--- src/rtl/reg_writeback_stage_if.sv ---
// MA-stage, aux-unit and register-file write-port bundle for reg_writeback_stage.
// master = upstream/test driver, slave = the write-back stage itself.
interface reg_writeback_stage_if #(
  parameter int DATA_W    = 16,
  parameter int IDX_W     = 5,
  parameter int CTRL_W    = 5,
  parameter int AUX_DEPTH = 2,
  parameter int CNT_W     = 32
);
  logic                          STALL_WB;
  logic                          VALID_MA;
  logic [IDX_W-1:0]              DEST_REG_INDEX_MA;
  logic                          DEST_REG_WRITE_EN_MA;
  logic [DATA_W-1:0]             RES_MA;
  logic [DATA_W-1:0]             DATA_MA;
  logic [CTRL_W-1:0]             CTRL_MA;
  logic                          AUX_VALID;
  logic                          AUX_READY;
  logic [IDX_W-1:0]              AUX_INDEX;
  logic [DATA_W-1:0]             AUX_DATA;
  logic [IDX_W-1:0]              WRITE_INDEX_RF;
  logic [DATA_W-1:0]             WRITE_DATA_RF;
  logic                          WRITE_EN_RF;
  logic [$clog2(AUX_DEPTH):0]    AUX_COUNT;
  logic [CNT_W-1:0]              RETIRED_CNT;

  modport master (
    output STALL_WB, VALID_MA, DEST_REG_INDEX_MA, DEST_REG_WRITE_EN_MA,
           RES_MA, DATA_MA, CTRL_MA, AUX_VALID, AUX_INDEX, AUX_DATA,
    input  AUX_READY, WRITE_INDEX_RF, WRITE_DATA_RF, WRITE_EN_RF,
           AUX_COUNT, RETIRED_CNT
  );

  modport slave (
    input  STALL_WB, VALID_MA, DEST_REG_INDEX_MA, DEST_REG_WRITE_EN_MA,
           RES_MA, DATA_MA, CTRL_MA, AUX_VALID, AUX_INDEX, AUX_DATA,
    output AUX_READY, WRITE_INDEX_RF, WRITE_DATA_RF, WRITE_EN_RF,
           AUX_COUNT, RETIRED_CNT
  );
endinterface

--- src/rtl/reg_writeback_stage.sv ---
// Registered MA->WB write-back merging a buffered aux source; MA->RF 1 cycle, aux->RF >= 2 cycles.
// Pipeline writes win the RF port; aux FIFO drains in free slots (also during stall); AUX_READY=0 when full.
module reg_writeback_stage #(
  parameter int                DATA_W      = 16,
  parameter int                IDX_W       = 5,
  parameter int                CTRL_W      = 5,
  parameter logic [CTRL_W-1:0] LOAD_OP     = CTRL_W'(5'b01100),
  parameter int                AUX_DEPTH   = 2,
  parameter bit                ZERO_REG_EN = 1'b1,
  parameter int                CNT_W       = 32
) (
  input  logic                  clk,
  input  logic                  rst,
  reg_writeback_stage_if.slave  bus
);

  localparam int                PTR_W   = $clog2(AUX_DEPTH);
  localparam int                CNT_AW  = PTR_W + 1;
  localparam logic [CNT_AW-1:0] DEPTH_C = CNT_AW'(AUX_DEPTH);

  typedef struct packed {
    logic [IDX_W-1:0]  idx;
    logic [DATA_W-1:0] dat;
  } aux_ent_t;

  aux_ent_t            mem_q [AUX_DEPTH];
  aux_ent_t            mem_d [AUX_DEPTH];
  logic [PTR_W-1:0]    rd_ptr_q, rd_ptr_d;
  logic [PTR_W-1:0]    wr_ptr_q, wr_ptr_d;
  logic [CNT_AW-1:0]   cnt_q, cnt_d;
  logic                wr_en_q, wr_en_d;
  logic [IDX_W-1:0]    wr_idx_q, wr_idx_d;
  logic [DATA_W-1:0]   wr_dat_q, wr_dat_d;
  logic [CNT_W-1:0]    retired_q, retired_d;

  logic                aux_rdy;
  logic                aux_push;
  logic                aux_pop;
  logic                pipe_wr;
  logic [DATA_W-1:0]   pipe_dat;

  always_comb begin
    aux_rdy  = (cnt_q < DEPTH_C);
    pipe_wr  = bus.VALID_MA && bus.DEST_REG_WRITE_EN_MA && !bus.STALL_WB &&
               !(ZERO_REG_EN && (bus.DEST_REG_INDEX_MA == '0));
    pipe_dat = (bus.CTRL_MA == LOAD_OP) ? bus.DATA_MA : bus.RES_MA;
    // Index-0 aux results complete the handshake but are dropped here.
    aux_push = bus.AUX_VALID && aux_rdy &&
               !(ZERO_REG_EN && (bus.AUX_INDEX == '0));
    aux_pop  = !pipe_wr && (cnt_q != '0);

    mem_d    = mem_q;
    rd_ptr_d = rd_ptr_q;
    wr_ptr_d = wr_ptr_q;
    cnt_d    = cnt_q + CNT_AW'(aux_push) - CNT_AW'(aux_pop);
    wr_en_d  = 1'b0;
    wr_idx_d = wr_idx_q;
    wr_dat_d = wr_dat_q;

    if (aux_push) begin
      mem_d[wr_ptr_q] = '{idx: bus.AUX_INDEX, dat: bus.AUX_DATA};
      wr_ptr_d        = wr_ptr_q + PTR_W'(1);
    end

    if (pipe_wr) begin
      wr_en_d  = 1'b1;
      wr_idx_d = bus.DEST_REG_INDEX_MA;
      wr_dat_d = pipe_dat;
    end else if (aux_pop) begin
      wr_en_d  = 1'b1;
      wr_idx_d = mem_q[rd_ptr_q].idx;
      wr_dat_d = mem_q[rd_ptr_q].dat;
      rd_ptr_d = rd_ptr_q + PTR_W'(1);
    end

    retired_d = wr_en_d ? retired_q + CNT_W'(1) : retired_q;
  end

  always_ff @(posedge clk) begin
    if (rst) begin
      rd_ptr_q  <= '0;
      wr_ptr_q  <= '0;
      cnt_q     <= '0;
      wr_en_q   <= 1'b0;
      wr_idx_q  <= '0;
      wr_dat_q  <= '0;
      retired_q <= '0;
    end else begin
      rd_ptr_q  <= rd_ptr_d;
      wr_ptr_q  <= wr_ptr_d;
      cnt_q     <= cnt_d;
      wr_en_q   <= wr_en_d;
      wr_idx_q  <= wr_idx_d;
      wr_dat_q  <= wr_dat_d;
      retired_q <= retired_d;
    end
  end

  // Storage needs no reset; the pointers and count define validity.
  always_ff @(posedge clk) begin
    mem_q <= mem_d;
  end

  assign bus.AUX_READY      = aux_rdy;
  assign bus.AUX_COUNT      = cnt_q;
  assign bus.WRITE_EN_RF    = wr_en_q;
  assign bus.WRITE_INDEX_RF = wr_idx_q;
  assign bus.WRITE_DATA_RF  = wr_dat_q;
  assign bus.RETIRED_CNT    = retired_q;

endmodule
--- src/flat_wrapper.sv ---
// flat-port wrapper written by rule: the top's interface ports become plain ports
module reg_writeback_stage_flat 
#(
  parameter int                DATA_W      = 16,
  parameter int                IDX_W       = 5,
  parameter int                CTRL_W      = 5,
  parameter logic [CTRL_W-1:0] LOAD_OP     = CTRL_W'(5'b01100),
  parameter int                AUX_DEPTH   = 2,
  parameter bit                ZERO_REG_EN = 1'b1,
  parameter int                CNT_W       = 32
)
  (clk, rst, bus_STALL_WB, bus_VALID_MA, bus_DEST_REG_INDEX_MA, bus_DEST_REG_WRITE_EN_MA, bus_RES_MA, bus_DATA_MA, bus_CTRL_MA, bus_AUX_VALID, bus_AUX_INDEX, bus_AUX_DATA, bus_AUX_READY, bus_WRITE_INDEX_RF, bus_WRITE_DATA_RF, bus_WRITE_EN_RF, bus_AUX_COUNT, bus_RETIRED_CNT);
  reg_writeback_stage_if #(.DATA_W(DATA_W), .IDX_W(IDX_W), .CTRL_W(CTRL_W), .AUX_DEPTH(AUX_DEPTH), .CNT_W(CNT_W)) bus_i ();
  input  logic clk;
  input  logic rst;
  input wire logic [$bits(bus_i.STALL_WB)-1:0] bus_STALL_WB;
  input wire logic [$bits(bus_i.VALID_MA)-1:0] bus_VALID_MA;
  input wire logic [$bits(bus_i.DEST_REG_INDEX_MA)-1:0] bus_DEST_REG_INDEX_MA;
  input wire logic [$bits(bus_i.DEST_REG_WRITE_EN_MA)-1:0] bus_DEST_REG_WRITE_EN_MA;
  input wire logic [$bits(bus_i.RES_MA)-1:0] bus_RES_MA;
  input wire logic [$bits(bus_i.DATA_MA)-1:0] bus_DATA_MA;
  input wire logic [$bits(bus_i.CTRL_MA)-1:0] bus_CTRL_MA;
  input wire logic [$bits(bus_i.AUX_VALID)-1:0] bus_AUX_VALID;
  input wire logic [$bits(bus_i.AUX_INDEX)-1:0] bus_AUX_INDEX;
  input wire logic [$bits(bus_i.AUX_DATA)-1:0] bus_AUX_DATA;
  output wire logic [$bits(bus_i.AUX_READY)-1:0] bus_AUX_READY;
  output wire logic [$bits(bus_i.WRITE_INDEX_RF)-1:0] bus_WRITE_INDEX_RF;
  output wire logic [$bits(bus_i.WRITE_DATA_RF)-1:0] bus_WRITE_DATA_RF;
  output wire logic [$bits(bus_i.WRITE_EN_RF)-1:0] bus_WRITE_EN_RF;
  output wire logic [$bits(bus_i.AUX_COUNT)-1:0] bus_AUX_COUNT;
  output wire logic [$bits(bus_i.RETIRED_CNT)-1:0] bus_RETIRED_CNT;
  assign bus_i.STALL_WB = bus_STALL_WB;
  assign bus_i.VALID_MA = bus_VALID_MA;
  assign bus_i.DEST_REG_INDEX_MA = bus_DEST_REG_INDEX_MA;
  assign bus_i.DEST_REG_WRITE_EN_MA = bus_DEST_REG_WRITE_EN_MA;
  assign bus_i.RES_MA = bus_RES_MA;
  assign bus_i.DATA_MA = bus_DATA_MA;
  assign bus_i.CTRL_MA = bus_CTRL_MA;
  assign bus_i.AUX_VALID = bus_AUX_VALID;
  assign bus_i.AUX_INDEX = bus_AUX_INDEX;
  assign bus_i.AUX_DATA = bus_AUX_DATA;
  assign bus_AUX_READY = bus_i.AUX_READY;
  assign bus_WRITE_INDEX_RF = bus_i.WRITE_INDEX_RF;
  assign bus_WRITE_DATA_RF = bus_i.WRITE_DATA_RF;
  assign bus_WRITE_EN_RF = bus_i.WRITE_EN_RF;
  assign bus_AUX_COUNT = bus_i.AUX_COUNT;
  assign bus_RETIRED_CNT = bus_i.RETIRED_CNT;
  reg_writeback_stage #(.DATA_W(DATA_W), .IDX_W(IDX_W), .CTRL_W(CTRL_W), .LOAD_OP(LOAD_OP), .AUX_DEPTH(AUX_DEPTH), .ZERO_REG_EN(ZERO_REG_EN), .CNT_W(CNT_W)) u_core (.clk(clk), .rst(rst), .bus(bus_i));
endmodule
--- config.mk ---
export PLATFORM = sky130hd
export DESIGN_NAME = reg_writeback_stage_flat
export DESIGN_NICKNAME = d
export VERILOG_FILES = /design/src/rtl/reg_writeback_stage_if.sv /design/src/rtl/reg_writeback_stage.sv /design/src/flat_wrapper.sv
export SDC_FILE = /design/constraint.sdc
export NUM_CORES = 1
export LEC_CHECK = 0
export ABC_AREA = 1
export CAP_MARGIN = 25
export CORE_MARGIN = 2
export CORE_UTILIZATION = 45
export CTS_BUF_LIST = sky130_fd_sc_hd__clkbuf_8 sky130_fd_sc_hd__clkbuf_16
export DETAILED_ROUTE_END_ITERATION = 10
export GPL_TIMING_DRIVEN = 0
export PLACE_DENSITY = 0.75
export SYNTH_ARGS = -nofsm -noshare
export SYNTH_HDL_FRONTEND = slang
export SYNTH_SLANG_ARGS = --single-unit
--- constraint.sdc ---
create_clock -name clk -period 2.2 [get_ports clk]
set_clock_uncertainty 0.1 [all_clocks]
set_input_delay 0.22 -clock clk [delete_from_list [all_inputs] [get_ports clk]]
set_output_delay 0.22 -clock clk [all_outputs]
set_load 0.005 [all_outputs]
==> impl_metrics.ini <==
[worst_setup_path]
worstRegToRegCells = 9
path_max_fanout = 10
cp.required_ns = 2.36
rrSetupSlack_ns = 0.29
path_class = input pin to register
end_kind = register
arrival_ns = 2.17
critPathLaunchType = input pin

[synth]
synth_flop_cell = dfxtp_1
synth_edf_count = 42
synth_nets = 712
synth_area_mm2 = 0.004833
synth_fa_ha_area_share_pct = 0.7766
ys_seq_elements = 100
synth_area_per_cell_um2 = 7.552
ys_seq_area_share_pct = 50.12
yosysUniqueCellTypes = 27
async_flop_share_pct = 0
synth_area_leaders = edfxtp_1, dfxtp_1, nand2_1
synthMuxAreaShare_pct = 0
synth_compound_area_share_pct = 5.695
synth_largest_area_cell = edfxtp_1
synth_cells = 640
synth_top_area_share_pct = 26.09
synth-xor-area-share_pct = 0.7248
synth_top_family_by_area = simple AND/OR/NAND/NOR gates
yosys.area_share.simple_pct = 32.59
yosysWarnings = 0

[floorplan]
core_mm2 = 0.01037
rows = 37
ioPinCount = 126
dieArea_mm2 = 0.01159
chipHeight_um = 107.6
die_x_um = 107.6
start_util_pct = 46.61

[timing]
relSlewSlack_pct = 62.87
setup_viol = 0
fmax_ghz = 0.4963
tightest_slew_ns = 0.5569
hold_viol_final = 0
finalMaxSlewViolations = 0
whs_ns = 0.3323
fin_crit_sh_pct = 91.60
rsz0062_at_grt = false
fin_crit_ns = 2.015
setup_slack_ns = 0.1849

[drt]
drt_iter0_drc = 188
vias = 4472
drt_wl_total_mm = 12.14
firstDrtPassIters = 4
vias_per_cell = 4.866
postRouteAntennaNets = 0
drc = 0
avgRoutedWirePerCell_um = 13.21

[placement]
post-place-ws_ns = -0.2932
gp_congestion = 0.8908
place_hpwl_mm = 9.352
port_buffers = 125
placed_cell_area_mm2 = 0.006290

[hold_path]
min_path_type = input pin to register
min_path_cells = 1

[clocking]
insertion_delay_ns = 0.36
htree_levels = 3
tritoncts = built
hold_buffers = 0
clock-sinks = 100
clk_pin_slew_ns = 0.10
cts-root-buf = clkbuf_8
cts_max_path_buffers = 2
numCtsBuffers = 9

[global_route]
track_usage_pct = 22.19
grt_overflow = 0
grt_pass1_wl_mm = 20.12
first_global_vias = 4309
grt_max_degree = 20
grt_antenna_before_repair = 0

[power_and_ir_drop]
p_per_area_mw_per_mm2 = 818.7
ir_drop_mv = 0.4810
p_total_mw = 5.334
p_leak_nw = 2.817

[finish]
area_delta_synth_final_pct = 34.79
design_area_mm2 = 0.006515
n_antenna_cell = 0
fin_nets = 850
layout-drive-gt1-share_pct = 6.513

[run]
cap_viol_max_count = 0

[outcome]
outcome = finished, final reports clean
[layout make-up]
class	count	area, µm²
Buffer	25	131.4
Clock buffer	9	123.9
Clock inverter	7	90.09
Fill cell	930	3855
Inverter	96	360.3
Multi-Input combinational cell	419	1936
Sequential cell	100	2422
Tap cell	136	170.2
Timing Repair Buffer	127	1281
[final timing paths]
path / endpoint / start
min: u_core.mem_q[13] / bus_AUX_DATA[13]
min reg2reg: u_core.bus.RETIRED_CNT[8] / u_core.bus.RETIRED_CNT[8]
max reg2reg: u_core.bus.AUX_COUNT[1] / u_core.bus.AUX_COUNT[1]
max: u_core.bus.AUX_COUNT[1] / bus_VALID_MA
[power by group]
group          leakage (nW)  switching, mW  total (mW)  internal, mW
clock                 0.110          0.697        1.25         0.558
sequential            0.863          0.131        2.33          2.20
combinational          1.84          0.996        1.75         0.751
[cells in the mapped netlist (4+ instances only)]
cell and number:
a21oi_1 15, buf_1 4, buf_2 9, clkbuf_1 8
dfxtp_1 58, edfxtp_1 42, inv_1 95, nand2_1 225
nand3_1 45, nand4_1 14, nor2_1 62, nor2_2 5
nor2_4 5, o211ai_1 16, o21ai_0 9, o21bai_1 4
xor2_1 4
[critical path, stage by stage]
cell and delay (ns):
clkdlybuf4s50_1 0.45, nand2_1 0.05, nor2_1 0.15, nand2_2 0.11, inv_1 0.16, nor2_4 0.06
buf_6 0.15, ha_1 0.27, inv_1 0.04, ha_1 0.17, xor2_1 0.15, o21ai_0 0.15
a21oi_1 0.06
[stage by stage]
stage	std cells	setup TNS (ns)	util, %
detailed placement	903	-0.4088	60.65
global placement	901	-30.23	60.32
global route	919	0	62.83
CTS	919	0	62.72
finish	919	0	62.83
floorplan	640	0	-
[timing repair]
item / 4_1_cts / 5_1_grt
setup endpoints to repair: 0 / 1
buffers inserted: 0 / 0
gates resized for setup: 0 / 3
[per-layer routing]
metal / global-route usage [%] / part of all wire (%) / vias to the layer above
met5: 0 / 0 / -
met1: 27.75 / 41 / 2030
met3: 2.906 / 5.3 / 19
li1: - / - / 2287
met2: 39.04 / 51 / 136
met4: 8.150 / 2.1 / 0
[state kept, by name, indices dropped and copies added (netlist names)]
register	cells
u_core.bus.WRITE_EN_RF	1
u_core.bus.RETIRED_CNT	32
u_core.bus.WRITE_INDEX_RF	5
u_core.bus.WRITE_DATA_RF	16
u_core.rd_ptr_q	1
u_core.wr_ptr_q	1
u_core.mem_q	42
u_core.bus.AUX_COUNT	2
[cells by family after synthesis]
group	after synthesis
flops	100
simple gates	367
xor+xnor	4
fa+ha+maj	3
compound gates	45
buf+inv	121
[layout by cell type (no fill, tap or decap), drive strengths merged]
master / count
nand3: 49
dfxtp: 58
ha: 3
nor2: 72
o211ai: 16
buf: 19
clkdlybuf4s50: 125
o21ai: 10
edfxtp: 42
a21oi: 15
clkbuf: 17
xor2: 4
nand2: 227
inv: 100
nor3: 3
clkinv: 2
nand4: 14
o21bai: 4
bufinv: 1
nand3b: 2
(Power assumes the default switching activity.)
